`src/rtl/if_stage_hazard_pkg.sv`:
```
// Shared constants, IF/ID bundle and opcode helpers for the IF stage.
// Opcode values, IF/ID instruction field positions, NOP encoding.
package if_stage_hazard_pkg;

    localparam logic [5:0] OP_R_FORMAT = 6'h00;
    localparam logic [5:0] OP_LW       = 6'h23;
    localparam logic [5:0] OP_SW       = 6'h2B;
    localparam logic [5:0] OP_BEQ      = 6'h04;
    localparam logic [5:0] OP_BNE      = 6'h05;
    localparam logic [5:0] OP_ADDI     = 6'h08;

    localparam logic [31:0] NOP_DEFAULT = 32'h0000_0000;

    localparam int OP_HI = 31;
    localparam int OP_LO = 26;
    localparam int RS_HI = 25;
    localparam int RS_LO = 21;
    localparam int RT_HI = 20;
    localparam int RT_LO = 16;

    typedef struct packed {
        logic [31:0] instr;
        logic [31:0] pcplus4;
        logic        valid;
    } if_id_t;

    typedef enum logic [2:0] {
        CLS_RTYPE,
        CLS_LOAD,
        CLS_STORE,
        CLS_BRANCH,
        CLS_IMM,
        CLS_OTHER
    } instr_class_t;

    function automatic instr_class_t classify(input logic [5:0] op);
        instr_class_t cls;
        cls = CLS_OTHER;
        unique case (1'b1)
            (op == OP_R_FORMAT): cls = CLS_RTYPE;
            (op == OP_LW):       cls = CLS_LOAD;
            (op == OP_SW):       cls = CLS_STORE;
            (op == OP_BEQ),
            (op == OP_BNE):      cls = CLS_BRANCH;
            (op == OP_ADDI):     cls = CLS_IMM;
            default:             cls = CLS_OTHER;
        endcase
        return cls;
    endfunction

    // rt is a source only for R-type, store data and branch compare.
    function automatic logic reads_rt(input instr_class_t cls);
        return (cls == CLS_RTYPE) || (cls == CLS_STORE) ||
               (cls == CLS_BRANCH);
    endfunction

    // $0 is hardwired, so a write to it can never create a hazard.
    function automatic logic hits(
        input logic [4:0] dest,
        input logic [4:0] src
    );
        return (dest != 5'd0) && (dest == src);
    endfunction

endpackage

```
`src/rtl/if_stage_hazard_hazard_detect.sv`:
```
// Combinational stall generation for load-use and branch operand hazards.
// Ports: IF/ID op/rs/rt/valid, ID/EX and EX/MEM writer info -> stall.
module hazard_detect
    import if_stage_hazard_pkg::*;
(
    input  logic       valid,
    input  logic [5:0] op,
    input  logic [4:0] rs,
    input  logic [4:0] rt,
    input  logic       idex_MemRead,
    input  logic       idex_RegWrite,
    input  logic [4:0] idex_dest,
    input  logic       exmem_MemRead,
    input  logic [4:0] exmem_dest,
    output logic       stall
);

    instr_class_t cls;
    logic         uses_rt;
    logic         is_br;
    logic         load_use;
    logic         br_ex;
    logic         br_mem;

    always_comb begin
        cls     = classify(op);
        uses_rt = reads_rt(cls);
        is_br   = (cls == CLS_BRANCH);
    end

    // A load result is not forwardable to the very next instruction.
    always_comb begin
        load_use = idex_MemRead &&
                   (hits(idex_dest, rs) ||
                    (uses_rt && hits(idex_dest, rt)));
    end

    // Branches compare in ID, so any in-flight producer of either
    // operand one stage ahead must drain first.
    always_comb begin
        br_ex = is_br && idex_RegWrite &&
                (hits(idex_dest, rs) || hits(idex_dest, rt));
    end

    // A load two stages ahead still has no data ready for ID.
    always_comb begin
        br_mem = is_br && exmem_MemRead &&
                 (hits(exmem_dest, rs) || hits(exmem_dest, rt));
    end

    assign stall = valid && (load_use || br_ex || br_mem);

endmodule

```
`src/rtl/if_stage_hazard.sv`:
```
// IF stage: PC, instruction fetch, IF/ID register, stall/flush control.
// Ports: clock/reset, imem addr/data, branch redirect, hazard inputs,
//        IF/ID outputs, stall, saturating stall/flush counters.
module if_stage_hazard
    import if_stage_hazard_pkg::*;
#(
    parameter logic [31:0] PC_RESET  = 32'h0000_0000,
    parameter logic [31:0] NOP_INSTR = NOP_DEFAULT,
    parameter int          CNT_W     = 16
) (
    input  logic             clock,
    input  logic             reset,
    output logic [31:0]      imem_addr,
    input  logic [31:0]      imem_rdata,
    input  logic             PCSrc,
    input  logic [31:0]      branch_target,
    input  logic             idex_MemRead,
    input  logic             idex_RegWrite,
    input  logic [4:0]       idex_dest,
    input  logic             exmem_MemRead,
    input  logic [4:0]       exmem_dest,
    output logic [31:0]      IFID_instr,
    output logic [31:0]      IFID_PCplus4,
    output logic             IFID_valid,
    output logic             stall,
    output logic [CNT_W-1:0] stall_count,
    output logic [CNT_W-1:0] flush_count
);

    localparam logic [CNT_W-1:0] CNT_MAX = '1;

    logic [31:0] pc;
    logic [31:0] pc_plus4;
    logic [31:0] redirect_pc;
    if_id_t      ifid;
    if_id_t      bubble;
    logic [5:0]  op;
    logic [4:0]  rs;
    logic [4:0]  rt;
    logic        stall_sat;
    logic        flush_sat;
    logic        unused_tgt_bits;

    // Wraps mod 2^32 by construction.
    assign pc_plus4    = pc + 32'd4;
    assign redirect_pc = {branch_target[31:2], 2'b00};

    // Target is word aligned; the low bits are deliberately dropped.
    assign unused_tgt_bits = ^branch_target[1:0];

    assign bubble = '{instr: NOP_INSTR, pcplus4: 32'd0, valid: 1'b0};

    assign op = ifid.instr[OP_HI:OP_LO];
    assign rs = ifid.instr[RS_HI:RS_LO];
    assign rt = ifid.instr[RT_HI:RT_LO];

    hazard_detect u_hazard (
        .valid         (ifid.valid),
        .op            (op),
        .rs            (rs),
        .rt            (rt),
        .idex_MemRead  (idex_MemRead),
        .idex_RegWrite (idex_RegWrite),
        .idex_dest     (idex_dest),
        .exmem_MemRead (exmem_MemRead),
        .exmem_dest    (exmem_dest),
        .stall         (stall)
    );

    assign stall_sat = (stall_count == CNT_MAX);
    assign flush_sat = (flush_count == CNT_MAX);

    // Stall wins over PCSrc: the branch decision was made on stale
    // operands and will be re-evaluated once the hazard clears.
    always_ff @(posedge clock) begin
        if (reset) begin
            pc          <= PC_RESET;
            ifid        <= bubble;
            stall_count <= '0;
            flush_count <= '0;
        end else if (stall) begin
            if (!stall_sat) begin
                stall_count <= stall_count + 1'b1;
            end
        end else if (PCSrc) begin
            pc   <= redirect_pc;
            ifid <= bubble;
            if (!flush_sat) begin
                flush_count <= flush_count + 1'b1;
            end
        end else begin
            pc   <= pc_plus4;
            ifid <= '{instr: imem_rdata, pcplus4: pc_plus4, valid: 1'b1};
        end
    end

    assign imem_addr    = pc;
    assign IFID_instr   = ifid.instr;
    assign IFID_PCplus4 = ifid.pcplus4;
    assign IFID_valid   = ifid.valid;

endmodule

```
`config.mk`:
```
export PLATFORM = sky130hd
export DESIGN_NAME = if_stage_hazard
export DESIGN_NICKNAME = d
export VERILOG_FILES = /design/src/rtl/if_stage_hazard_pkg.sv /design/src/rtl/if_stage_hazard_hazard_detect.sv /design/src/rtl/if_stage_hazard.sv
export SDC_FILE = /design/constraint.sdc
export NUM_CORES = 1
export LEC_CHECK = 0
export CAP_MARGIN = 20
export CORE_UTILIZATION = 32
export DETAILED_ROUTE_END_ITERATION = 16
export PLACE_DENSITY = 0.65
export SLEW_MARGIN = 15
export SYNTH_ARGS = -nofsm -noshare
export SYNTH_HDL_FRONTEND = slang
export SYNTH_HIERARCHICAL = 1
export SYNTH_SLANG_ARGS = --single-unit
export TNS_END_PERCENT = 100
```
`constraint.sdc`:
```
create_clock -name clock -period 7.5 [get_ports clock]
set_input_delay 1.5 -clock clock [delete_from_list [all_inputs] [get_ports clock]]
set_output_delay 1.5 -clock clock [all_outputs]
set_load 0.02 [all_outputs]
```
==> parameters.txt <==
Parameter                              Value

Clock network
  Setup Fix Bufs, Post-CTS    0
  Hold-fix buffers, CTS    0
  Sinks on Clock Net    126
  Maximum buffer depth of the clock tree    2
  Number of levels in the clock H-tree    4
  Total CTS buffers    17
  Worst-path clk slew    0.06 ns
  Post_cts resized    0
  Clock tree from TritonCTS    built
  Clk root buf    sky130_fd_sc_hd__clkbuf_16
  Clock latency on the worst-skew pair    0.42 ns

Global routing
  Pin count of the biggest net entering global routing    70
  Initial antenna violation count    0
  Via count of the first global-routing pass    5600
  Wire length of the first global-routing pass    31000 um
  Grt total ovfl    0
  Total routing resource utilization after global routing    20.2%

Finish
  Net count, final    980
  Commonest non-fill, non-tap cell in the layout    sky130_fd_sc_hd__clkdlybuf4s50_1
  Layout fillers    1818
  Synth-to-layout area growth    46.2%
  Area taken by multi-input logic gates    3340 sq um
  Commonest cells after routing, fill and taps aside    sky130_fd_sc_hd__clkdlybuf4s50_1, sky130_fd_sc_hd__dfxtp_1, sky130_fd_sc_hd__nor2_1
  Antenna cell count    0
  Utilization of the core after routing    47.6%
  Layout cells sized above 1    6.48%
  Area taken by flip-flops and latches    2520 sq um

Setup path
  Most frequent cell on the critical path    sky130_fd_sc_hd__clkdlybuf4s50_1
  Crit path buf inv count    2
  Arrival time worst endpoint    3.68 ns
  Cell at the slowest stage of the critical path    sky130_fd_sc_hd__clkdlybuf4s50_1
  Required time reported for the critical path endpoint    6.00 ns
  Category of the worst setup path capture point    output pin
  Startpoint type of the worst setup path    primary input
  Max FO, Critical Path    3
  Delay of the slowest cell on the worst path    0.72 ns
  Critical path start-end classification    in -> out
  Category of cells accounting for the largest share of critical-path delay    buffers and inverters
  Cell-by-cell listing of the critical path    clkdlybuf4s50_1, xor2_1, nor3_1, a31oi_1, o32ai_4, clkdlybuf4s50_1

Floorplanning
  Standard-cell row count    50
  Floorplan Core Area    18700 sq um
  Area enclosed by the die boundary    19600 sq um
  Initial standard-cell utilization of the core    32.6%
  Ports placed on the boundary    210
  Die X-Extent    140 um
  Overall die height    140 um

Logic synthesis
  YS warnings    6
  Synthesized flop and latch total    126
  Number of enable flip-flop cells after synthesis    0
  Proportion of synthesized flip-flops having asynchronous set or reset    0%
  Sequential area share after synthesis    41.4%
  Yosys top cell area share    41.4%
  Dominant register cell in the synthesized netlist    sky130_fd_sc_hd__dfxtp_1
  Gate count after technology mapping    715
  Netlist area before placement    6090 sq um
  Biggest area consumer among synthesized cells    sky130_fd_sc_hd__dfxtp_1
  Top area cells in the synthesized netlist    sky130_fd_sc_hd__dfxtp_1, sky130_fd_sc_hd__a22o_1, sky130_fd_sc_hd__nor2_1
  Avg Synthesized Cell Area    8.52 sq um
  Synth unique cells    59

STA
  Total count of max-transition violations in the final report    0
  Sum Neg Setup Slack    0 ns
  Clock period minus worst slack    5.18 ns
  Unrepaired setup endpoints after global routing    no
  Endpoints failing setup    0
  Max transition margin    30.4%
  Post-route clock skew    0.00811 ns
  Achievable frequency    193 MHz
  Number of hold violations in the final report    0
  Slew of the pin with the lowest slew margin    1.04 ns
  Period utilization    69.1%

Power
  Power density of the placed cells    200 nW/um^2
  Static power due to leakage    3.15 nW
  Max VDD drop    0.000147 V

Drt
  Met3 routed wirelength    1620 um
  Vias post-DR    6062
  Antenna Violating Nets Remaining    0
  Detailed-route wire length per cell    17.2 um
  Metal2 WL    9160 um
  Final WL    19700 um
  1st-pass router iterations    5
  DRC violations left    0
  Violation count after the first detailed-route iteration    292
  Detailed-route wire length on metal 1    8620 um
  Routed via count divided by cell count    5.30
  DR top layer    met4

Placement
  Port Buf Inserts    205
  Detailed Place HPWL    13800 um
  Final weighted congestion of routability-driven global placement    0.850

Flow run
  Count of maximum capacitance violations    0

Min path
  Path category of the worst min-delay check    reg -> reg

Run status
  Run status    complete, no violations
## stage by stage
step / area [sq um] / power [mW] / hold WS (ns) / instances / worst slack (ns)
2_1_floorplan: 6090 / 0.838 / 0.546 / 716 / 3.22
3_3_place_gp: 8300 / 0.952 / 0.440 / 1112 / 2.29
3_5_place_dp: 8300 / 0.954 / 0.452 / 1112 / 2.29
4_1_cts: 8900 / 1.80 / 0.468 / 1144 / 2.27
5_1_grt: 8900 / 1.85 / 0.491 / 1144 / 2.17
6_report: 8900 / 1.78 / 0.466 / 1144 / 2.32
## per-layer routing
layer | GRT usage (%) | vias to the layer above
met3 | 6.32 | 18
li1 | - | 2961
met2 | 32.4 | 226
met4 | 6.65 | 0
met5 | 0 | -
met1 | 25.8 | 2857
## where the power goes
part	leakage, nW	switching, mW	internal (mW)
clock	0.284	0.334	0.503
combinational	1.84	0.103	0.111
sequential	1.03	0.0322	0.693
total	3.15	0.469	1.31
## synthesized netlist by cell type (7+ instances only)
master and instances:
sky130_fd_sc_hd__dfxtp_1 126, sky130_fd_sc_hd__nor2_1 87, sky130_fd_sc_hd__a21oi_1 49, sky130_fd_sc_hd__a22o_1 39
sky130_fd_sc_hd__xor2_1 37, sky130_fd_sc_hd__clkbuf_1 35, sky130_fd_sc_hd__xnor2_1 34, sky130_fd_sc_hd__nand2_1 32
sky130_fd_sc_hd__o21ai_0 31, sky130_fd_sc_hd__nand3_1 30, sky130_fd_sc_hd__nand4_1 21, sky130_fd_sc_hd__inv_1 15
sky130_fd_sc_hd__nor3_1 15, sky130_fd_sc_hd__nor4_1 14, sky130_fd_sc_hd__a22oi_1 13, sky130_fd_sc_hd__and3_1 11
sky130_fd_sc_hd__a31oi_1 10, sky130_fd_sc_hd__mux2i_1 9, sky130_fd_sc_hd__buf_1 7, sky130_fd_sc_hd__or2_2 7
## worst paths after layout
path / end / depth (start not counted) / slack [ns] / from
worst max-delay path: stall / 6 / 2.32 / idex_dest[0]
worst min-delay path: IFID_PCplus4[31]$_SDFFE_PP0N_ / 1 / 0.47 / IFID_PCplus4[31]$_SDFFE_PP0N_
worst max register to register: imem_addr[14]$_SDFFE_PP0N_ / 11 / 3.76 / IFID_instr[27]$_SDFFE_PP0N_
worst min register to register: IFID_PCplus4[31]$_SDFFE_PP0N_ / 1 / 0.47 / IFID_PCplus4[31]$_SDFFE_PP0N_
## registers in the layout, indices dropped and copies added, names as in the netlist
name	count
IFID_PCplus4	31
IFID_valid	1
stall_count	16
flush_count	16
IFID_instr	32
imem_addr	30
## logic make-up (layout without fill, tap and decap cells)
kind of cell	Yosys count	after routing	synth area share, %
simple gates	256	256	21.4
compound gates	183	183	20.4
flops	126	126	41.4
xor+xnor	71	71	10.2
buf+inv	65	259	4.29
mux	10	10	1.66
fa+ha+maj	3	3	0.616
other cells	1	2	0.0616
## area by class of cell
cell class / count / area share, %
clock buffer: 18 / 4.93
inverter: 15 / 0.633
sequential: 126 / 28.3
tap: 234 / 3.29
timing repair buffer: 212 / 23.5
clock inverter: 14 / 1.77
multi-input combinational: 525 / 37.5
No activity file was read; power rests on OpenSTA's default activity.
